`src/rtl/frac_clk_en_gen_pkg.sv`:
```
// frac_clk_en_gen_pkg: shared clock constants, lock FSM states and a clog2 helper
package frac_clk_en_gen_pkg;

    localparam int FPGA_CLK_HZ = 27000000;
    localparam int GB_CPU_HZ   = 4194304;
    localparam logic [51:0] DEF_INC_VEC = {2{26'd4194304}};

    typedef enum logic {LOCKING, LOCKED} lock_state_t;

    function automatic int clog2(input int v);
        int r = 0;
        while ((1 << r) < v) r++;
        return r;
    endfunction

endpackage

```
`src/rtl/frac_acc_ch.sv`:
```
// frac_acc_ch: one modulo accumulator producing a registered INC/MOD clock-enable and toggle
module frac_acc_ch #(
    parameter int ACC_W = 26,
    parameter int MOD = 27000000,
    parameter logic [ACC_W-1:0] INC = ACC_W'(4194304)
) (
    input  logic clk,
    input  logic rst,
    input  logic en,
    input  logic clr,
    output logic ce,
    output logic tgl
);

    localparam logic [ACC_W-1:0] M = ACC_W'(MOD);

    logic [ACC_W-1:0] acc;
    logic [ACC_W-1:0] sum;
    logic wrap;

    // width rule 2^ACC_W > 2*MOD guarantees the sum never overflows
    always_comb begin
        sum = acc + INC;
        wrap = sum >= M;
    end

    always_ff @(posedge clk or posedge rst) begin
        if (rst) begin
            acc <= '0;
            ce <= 1'b0;
            tgl <= 1'b0;
        end else if (clr) begin
            acc <= '0;
            ce <= 1'b0;
            tgl <= 1'b0;
        end else if (en) begin
            acc <= wrap ? sum - M : sum;
            ce <= wrap;
            tgl <= tgl ^ wrap;
        end else begin
            ce <= 1'b0;
        end
    end

endmodule

```
`src/rtl/frac_clk_en_gen.sv`:
```
// frac_clk_en_gen: NUM_CH fractional clock-enable channels gated by a post-reset lock counter
module frac_clk_en_gen
    import frac_clk_en_gen_pkg::*;
#(
    parameter int NUM_CH = 2,
    parameter int MOD = FPGA_CLK_HZ,
    parameter int ACC_W = 26,
    parameter logic [NUM_CH*ACC_W-1:0] INC_VEC = DEF_INC_VEC,
    parameter int LOCK_CYCLES = 16
) (
    input  logic              clk,
    input  logic              rst,
    input  logic [NUM_CH-1:0] run,
    input  logic              sync_clr,
    output logic [NUM_CH-1:0] ce,
    output logic [NUM_CH-1:0] tgl,
    output logic              ready
);

    localparam int LCW = clog2(LOCK_CYCLES + 1);
    localparam logic [LCW-1:0] LAST = LCW'(LOCK_CYCLES - 1);

    lock_state_t state, state_n;
    logic [LCW-1:0] cnt, cnt_n;

    always_ff @(posedge clk or posedge rst) begin
        if (rst) begin
            state <= LOCKING;
            cnt <= '0;
        end else begin
            state <= state_n;
            cnt <= cnt_n;
        end
    end

    always_comb begin
        state_n = (state == LOCKING && cnt == LAST) ? LOCKED : state;
        cnt_n = (state == LOCKING) ? cnt + 1'b1 : cnt;
    end

    assign ready = state == LOCKED;

    for (genvar i = 0; i < NUM_CH; i++) begin : g_ch
        frac_acc_ch #(
            .ACC_W(ACC_W),
            .MOD(MOD),
            .INC(INC_VEC[i*ACC_W +: ACC_W])
        ) u_ch (
            .clk(clk),
            .rst(rst),
            .en(ready & run[i]),
            .clr(sync_clr),
            .ce(ce[i]),
            .tgl(tgl[i])
        );
    end

endmodule

```
`config.mk`:
```
export PLATFORM = sky130hd
export DESIGN_NAME = frac_clk_en_gen
export DESIGN_NICKNAME = d
export VERILOG_FILES = /design/src/rtl/frac_clk_en_gen_pkg.sv /design/src/rtl/frac_acc_ch.sv /design/src/rtl/frac_clk_en_gen.sv
export SDC_FILE = /design/constraint.sdc
export NUM_CORES = 1
export LEC_CHECK = 0
export ABC_AREA = 1
export ABC_CLOCK_PERIOD_IN_PS = 2410
export CORE_MARGIN = 2
export CORE_UTILIZATION = 50
export CTS_BUF_LIST = sky130_fd_sc_hd__clkbuf_16
export DETAILED_ROUTE_END_ITERATION = 8
export PLACE_DENSITY_LB_ADDON = 0.1
export SYNTH_ARGS = -nofsm -noshare
export SYNTH_HDL_FRONTEND = slang
export SYNTH_SLANG_ARGS = --single-unit
export TNS_END_PERCENT = 20
```
`constraint.sdc`:
```
create_clock -name clk -period 2.41 [get_ports clk]
set_clock_uncertainty 0.1 [all_clocks]
set_input_delay 0.482 -clock clk [delete_from_list [all_inputs] [get_ports clk]]
set_output_delay 0.482 -clock clk [all_outputs]
set_load 0.02 [all_outputs]
```
After elaboration in Yosys (flattened, before gate mapping)
Index checks and enable logic that the tools add are counted.
Widths: inputs -> output; s select.

word-level totals
  register bits after elaboration = 62
  input bits = 5
  output and inout bits = 5
  word-level logic and storage cells = 38

cells by class
  add/subtract/negate cells = 5
  $lt $le $gt $ge = 2
  eq/ne operators = 1
  muxes and demuxes = 14
  bitwise gates (word level) = 5
  reductions and logical operators = 3

operators by type and width
  operator                count
  $mux 26                 6
  $add 26x23->26 const B  2
  $ge 26x25->1 const B    2
  $sub 26x25->26 const B  2
  $mux 1                  8
  $add 5x1->5 const B     1
  $eq 5x4->1 const B      1
  $reduce_bool 2->1       2
  $and 1x1->1             2
  $xor 1x1->1             2
  $logic_and 1x1->1       1
  $not 1->1               1

Longest topological paths before layout
Gate-level depths: netlist of the first run.

  depth in word-level cells = 5
  gate-level depth with buffers = 14
  gate-level depth less buffers = 14

Hierarchy
Synthesis of the first run repeated with hierarchy kept, for this count alone.

second synthesis, totals
  cells, all modules = 478
  area, all modules = 3435.8 µm²

modules (own cells, without submodules)
  module           times used  cells each  area each (µm²)  seq. area each (µm²)
  frac_acc_ch      2           220         1567.8           550.5
  frac_clk_en_gen  1           38          300.3            150.1

Least setup slack after synthesis of the first run
OpenSTA, ideal clock, no wires.

  path type = reg2reg
  from = register g_ch[0].u_ch.acc[6]
  to = register g_ch[0].u_ch.acc[11]
  library setup time = 0.117 ns
  arrival = 1.571 ns
  required time = 2.193 ns
  setup slack = 0.622 ns
  stages on the path, launching flop included = 12
  buffers on the path = 1
  clock period less this slack = 1.788 ns
  cell sequence = dfrtp_1 > ha_1 > nand3b_2 > nand3b_2 > o21ai_2 > nand2_2 > nand2_4 > nand2_4 > nand2_4 > buf_6 > nand3_1 > nand2_1

on the way
  longest elaborated chain between the ends = 5

RTL lines
  element                                         RTL line                              source
  start: declaration                              frac_acc_ch.sv:17                     logic [ACC_W-1:0] acc;
  start signal: assignment                        frac_acc_ch.sv:37                     acc <= wrap ? sum - M : sum;
  $add 26x23->26 (*)                              frac_acc_ch.sv:23                     sum = acc + INC;
  $sub 26x25->26 or $ge 26x25->1 (tied branches)  frac_acc_ch.sv:37, frac_acc_ch.sv:24
  $mux 26 (*)                                     frac_acc_ch.sv:37
  $mux 26 (*)                                     frac_acc_ch.sv:36                     end else if (en) begin
  $mux 26 (*)                                     frac_acc_ch.sv:32                     end else if (clr) begin

Every way passes the cells marked *; elsewhere a longest branch is shown, timed or not. The select of a mux whose other input is x is not followed.
A chain may end at the register's enable or synchronous reset.

Final worst setup path of the first run
  from = register g_ch[0].u_ch.acc[22]
  to = register g_ch[0].u_ch.acc[20]

on the way
  longest elaborated chain between the ends = 5

RTL lines
  element         RTL line           source
  $add 26x23->26  frac_acc_ch.sv:23
  $ge 26x25->1    frac_acc_ch.sv:24  wrap = sum >= M;
  $mux 26         frac_acc_ch.sv:37
  $mux 26         frac_acc_ch.sv:36
  $mux 26         frac_acc_ch.sv:32

No other way between the ends. The select of a mux whose other input is x is not followed.

==> impl_metrics.toml, run 1 <==
[floorplan]
io_pins = 10
std_cell_rows = 30
die_height_microns = 86.38
core_area_sq_um = 6681
initial_utilization_pct = 50.79
chipWidth_microns = 86.38
dieArea_sq_um = 7462

[layout]
area.growth.synth_to_final_pct = 9.771
final_layout_size_suffix_gt1_share_pct = 10.26
multi_input_area_sq_um = 1768
fill_cells = 622
regArea_sq_um = 1251
nets = 482
n_antenna_cell = 0
utilization_pct = 55.75
instances_no_fill = 548

[drt]
vias = 2841
first_iter_violations = 224
drt_first_pass_iters = 5
avgViaCountPerCell = 5.184
drc = 0
ant_nets = 0
routedWlPerCell_microns = 13.18
totalWireLength_microns = 7221

[global_route]
grt_max_degree = 33
gr-total-overflow = 0
grt_pass1_vias = 2692
top_usage_layer = "met1"
grt_pass1_wl_microns = 12590
grt_use_met2_pct = 31.61
use_met1_pct = 32.27
met3_usage_pct = 3.048
antenna_found_initial = 0
grtUsageTotal_pct = 21.06

[synthesis]
ys.flop_type = "dfrtp_1"
synth_nets = 473
synth_most_common_cell = "nand2_1"
async_flop_share_pct = 100.0
yosysUniqueCellTypes = 30
synth_edf_count = 0
ys_ff_latch = 50
yosysTopAreaCell = "dfrtp_1"
synthCells = 458
syn_area_sq_um = 3393
yosys_warnings = 0
seq_area_frac_synth_pct = 36.87
synth_top_area_share_pct = 36.87
synth_common_cells = "nand2_1 (114), inv_1 (71), dfrtp_1 (50), nand3_1 (35), nand4_1 (31)"
synthTopCellsByArea = "dfrtp_1 (37%), nand2_1 (13%), inv_1 (7.9%)"
synth_area_per_cell_sq_um = 7.409

[clock_tree]
htree_num_levels = 2
cts_resized = 0
cts_hold_buf = 0
cts-root-buf = "clkbuf_16"
numClockSinks = 50
post_cts_buffers = 0
clk_pin_slew_ns = 0.07
clkLatencyLatePin_ns = 0.29
numCtsBuffers = 5
clockBufferDepth = 2
cts_tree = "built"

[power_and_ir_drop]
power.density_nw_per_um2 = 499.5
p_leak_nw = 1.909
ir_worst_vdd_v = 0.0003766
finalPower_mw = 1.861

[setup_path]
critPathMaxStageDelay_ns = 0.48
worstSetupEndpointType = "register"
required_ns = 2.54
worstPathArrival_ns = 2.23
r2r-start = "g_ch[0].u_ch.acc[22]$_DFFE_PP0N_"
worstPathCellList = "ha_1, nand3_1, inv_1, nand2_1, o21ai_2, nand2_2, nand2_4, buf_4, nand2_2, or2_0, nand2_1"
r2r_cells = 11
cp_max_fo = 8
r2r_setup_slack_ns = 0.31
r2r_end = "g_ch[0].u_ch.acc[20]$_DFFE_PP0P_"
cpMaxStageDelayCell = "dfrtp_1"
crit_type = "register to register"
critPathLaunchType = "register"

[status]
outcome = "finished clean"

[placement]
gp_congestion = 0.8383
dp_hpwl_microns = 5205
numPlacedInstances = 540
io_buffers = 9

[timing]
worst_hold_slack_ns = 0.3783
rsz0062_at_grt = "no"
clock.fmax_mhz = 475.3
tightest_slew_ns = 0.4355
hold_violations = 0
post-route-min-period_ns = 2.104
drv_slew = 0
setup_viol = 0
slew_headroom_pct = 70.92
period_share_pct = 87.30
setup_tns_ns = 0

[worst_hold_path]
hold_class = "register to register"
hold_path_end = "g_ch[0].u_ch.tgl$_DFFE_PP0N_"
hold_start = "g_ch[0].u_ch.tgl$_DFFE_PP0N_"
hold_depth = 1

[job]
maxCapViolCount = 0
logic make-up (layout without fill, tap and decap cells):
kind of cell | count (synthesis) | in the layout | share of synthesized area [%]
buffers and inverters | 89 | 99 | 11.17
multiplexers | 2 | 2 | 0.5900
AND/OR/NAND/NOR | 233 | 233 | 32.26
XOR/XNOR | 29 | 29 | 7.485
AO/OA/AOI/OAI | 45 | 45 | 7.928
flip-flops | 50 | 50 | 36.87
adder cells (fa/ha/maj) | 10 | 10 | 3.687
registers in the layout, indices dropped and copies added, names as in the netlist:
signal         count
cnt                5
g_ch.u_ch.acc     40
g_ch.u_ch.ce       2
g_ch.u_ch.tgl      2
ready              1
per-layer routing:
layer / vias to the layer above / share of wire, %
li1: 1477 / -
met1: 1297 / 53
met2: 61 / 43
met3: 6 / 3.4
met4: 0 / 0.66
met5: - / 0
worst max path at each step:
stage,from,end,slack (ns),cells after the start
2_1_floorplan,g_ch[0].u_ch.acc[6]$_DFFE_PP0P_,g_ch[0].u_ch.acc[11]$_DFFE_PP0P_,0.62,11
3_3_place_gp,g_ch[1].u_ch.acc[22]$_DFFE_PP0N_,g_ch[1].u_ch.acc[21]$_DFFE_PP0P_,0.21,11
3_5_place_dp,g_ch[1].u_ch.acc[22]$_DFFE_PP0N_,g_ch[1].u_ch.acc[21]$_DFFE_PP0P_,0.19,10
4_1_cts,g_ch[1].u_ch.acc[22]$_DFFE_PP0N_,g_ch[1].u_ch.acc[21]$_DFFE_PP0P_,0.17,10
5_1_grt,g_ch[1].u_ch.acc[22]$_DFFE_PP0N_,g_ch[1].u_ch.acc[21]$_DFFE_PP0P_,0.1,10
6_report,g_ch[0].u_ch.acc[22]$_DFFE_PP0N_,g_ch[0].u_ch.acc[20]$_DFFE_PP0P_,0.31,11
layout make-up:
cell class	instances	share of cell area, %
multi-input combinational	319	47.46
sequential	50	33.59
inverter	75	7.558
timing repair buffer	16	4.165
clock buffer	5	3.359
tap	80	2.687
clock inverter	3	1.176
power breakdown:
group | total (mW) | internal [mW] | switching, mW
Clock | 0.813 | 0.492 | 0.321
Combinational | 0.181 | 0.0586 | 0.122
Sequential | 0.867 | 0.850 | 0.0167
metrics by stage:
stage,cell area [sq um],worst slack [ns]
after floorplan,3393,0.6216
after global placement,3551,0.2135
after detailed placement,3551,0.1895
after CTS,3720,0.1712
after global routing,3725,0.09613
final,3725,0.3062
worst max-delay path, delay by kind of cell (launching register included):
family,cells,cell delay (ns)
compound gates,1,0.17
simple gates,7,0.84
buf+inv,2,0.25
fa+ha+maj,1,0.22
flops,1,0.48
placed cells by master, fill, tap and decap left out, drive strengths merged, types with 7 or more instances in the layout:
| cell type | count |
|---|---|
| xnor2 | 8 |
| dfrtp | 50 |
| clkdlybuf4s50 | 9 |
| a21oi | 10 |
| ha | 10 |
| nand3 | 35 |
| o21ai | 34 |
| xor2 | 21 |
| inv | 76 |
| nand2 | 126 |
| nand4 | 31 |
| nor2 | 31 |
| buf | 7 |
Note: power is estimated with default switching activity, not from simulation.
==> run 2: changes to the inputs <==
Settings changed: SLEW_MARGIN from default to 10.
==> results of run 2 <==
The final DEF is identical to that of run 1; final timing and power are the same.
==> run 3: changes to the inputs <==
Settings changed: GPL_TIMING_DRIVEN from default to 0.
==> impl_metrics.toml, run 3 (synthesis gave the netlist of run 1 again) <==
[status]
outcome = "finished clean"

[timing]
drv_slew = 0
slew_headroom_pct = 56.21
clock.fmax_mhz = 473.4
worst_hold_slack_ns = 0.3724
rsz0062_at_grt = "no"
period_share_pct = 87.65
hold_violations = 0
tightest_slew_ns = 0.6559
setup_viol = 0
post-route-min-period_ns = 2.112

[setup_path]
required_ns = 2.52
critPathMaxStageDelay_ns = 0.48
worstSetupEndpointType = "register"
worstPathArrival_ns = 2.22
cpMaxStageDelayCell = "dfrtp_1"
critPathLaunchType = "register"
r2r_cells = 12
cpMostUsedCell = "nand2_4"
cp_max_fo = 10
r2r_setup_slack_ns = 0.30
worstPathCellList = "inv_1, ha_1, a21oi_1, o21ai_0, nor2_1, nand2_2, nand2_4, nand2_4, nand2_4, nand2_2, buf_6, o21ai_2"
r2r-start = "g_ch[1].u_ch.acc[22]$_DFFE_PP0N_"
r2r_end = "g_ch[1].u_ch.acc[11]$_DFFE_PP0P_"
crit_type = "register to register"

[clock_tree]
htree_num_levels = 2
clk_pin_slew_ns = 0.07
clockBufferDepth = 2
cts_tree = "built"
cts-root-buf = "clkbuf_16"
cts_hold_buf = 0
numCtsBuffers = 5
clkLatencyLatePin_ns = 0.29
numClockSinks = 50
post_cts_buffers = 0
cts_resized = 0

[drt]
totalWireLength_microns = 7176
drc = 0
routedWlPerCell_microns = 12.91
vias = 2864
avgViaCountPerCell = 5.151
first_iter_violations = 187
ant_nets = 0
drt_first_pass_iters = 5

[power_and_ir_drop]
sw_frac_of_total_pct = 25.81
p_leak_nw = 1.928
ir_worst_vdd_v = 0.0003286
power.density_nw_per_um2 = 463.7
seqPwrFrac_pct = 50.0
power.switching_mw = 0.4477
p_clk_share_pct = 39.6
power.internal_mw = 1.287
combPwrFrac_pct = 10.5

[placement]
io_buffers = 9
dp_hpwl_microns = 5326
gp_congestion = 0.8700

[layout]
n_antenna_cell = 0
area.growth.synth_to_final_pct = 10.25
regMostFlops = "g_ch.u_ch.acc"
layout_common_cells = "nand2_1 (114), inv_1 (71), dfrtp_1 (50)"
reg_top3 = "g_ch.u_ch.acc (40), cnt (5)"
largest_reg_flops = 40
utilization_pct = 55.99
nets = 490
final_common_cell = "nand2_1"
final_layout_size_suffix_gt1_share_pct = 10.92

[worst_hold_path]
hold_start = "cnt[3]$_DFFE_PP0N_"
hold_path_end = "cnt[3]$_DFFE_PP0N_"
hold_class = "register to register"
hold_depth = 1

[floorplan]
dieArea_sq_um = 7462
die_height_microns = 86.38
chipWidth_microns = 86.38
io_pins = 10
std_cell_rows = 30
initial_utilization_pct = 50.79
core_area_sq_um = 6681

[global_route]
grtUsageTotal_pct = 21.17
grt_pass1_wl_microns = 12760
antenna_found_initial = 0
gr-total-overflow = 0
grt_max_degree = 28
grt_pass1_vias = 2722

[job]
maxCapViolCount = 0
==> run 3: power groups by stage <==
stage	logic, mW	registers [mW]	clock network (mW)
floorplan	0.133	0.879	0
global placement	0.176	0.883	0
detailed placement	0.183	0.883	0
CTS	0.184	0.867	0.705
global route	0.208	0.870	0.740
finish	0.181	0.867	0.686
==> run 3: worst max-delay path: cells and delay by family (launching register included) <==
| family | cells | cell delay (ns) |
|---|---|---|
| adders and majority gates | 1 | 0.21 |
| AOI/OAI and AO/OA | 3 | 0.34 |
| and+or+nand+nor | 6 | 0.64 |
| buffers and inverters | 2 | 0.26 |
| DFF | 1 | 0.48 |
==> run 3: per-stage QoR <==
step	setup TNS (ns)	cell area (sq um)	std cells	power, mW	worst slack [ns]
after global routing	0	3741	556	1.817	0.04190
final	0	3741	556	1.735	0.2977
after CTS	0	3741	556	1.756	0.2985
after global placement	-21.59	3583	547	1.059	-0.4345
after floorplan	0	3393	458	1.012	0.6216
after detailed placement	0	3603	548	1.066	0.003759
==> run 3: worst max-delay path by stage <==
stage | to | slack, ns | cells past startpoint | startpoint
2_1_floorplan | g_ch[0].u_ch.acc[11]$_DFFE_PP0P_ | 0.62 | 11 | g_ch[0].u_ch.acc[6]$_DFFE_PP0P_
3_3_place_gp | g_ch[0].u_ch.acc[8]$_DFFE_PP0P_ | -0.43 | 2 | rst
3_5_place_dp | g_ch[1].u_ch.acc[14]$_DFFE_PP0P_ | 0.004 | 6 | sync_clr
4_1_cts | g_ch[1].u_ch.acc[14]$_DFFE_PP0P_ | 0.30 | 12 | g_ch[1].u_ch.acc[22]$_DFFE_PP0N_
5_1_grt | g_ch[1].u_ch.acc[6]$_DFFE_PP0P_ | 0.04 | 11 | g_ch[1].u_ch.acc[22]$_DFFE_PP0N_
6_report | g_ch[1].u_ch.acc[11]$_DFFE_PP0P_ | 0.30 | 12 | g_ch[1].u_ch.acc[22]$_DFFE_PP0N_
==> run 3: per-layer routing <==
metal  vias up  wire [microns]  track usage [%]  part of all wire, %
li1       1490               -                -                    -
met1      1323            3698            31.23                   52
met2        46            3219            33.50                   45
met3         5             207            2.476                  2.9
met4         0              50            4.688                 0.70
met5         -               0                0                    0
==> run 3: layout make-up <==
cell class                 instances  area [sq um]
timing repair buffer              10         110.1
clock inverter                     3         12.51
buffer                            14         97.59
multi-input combinational        319          1763
sequential                        50          1251
fill                             632          2940
clock buffer                       5         125.1
tap                               80         100.1
inverter                          75         281.5
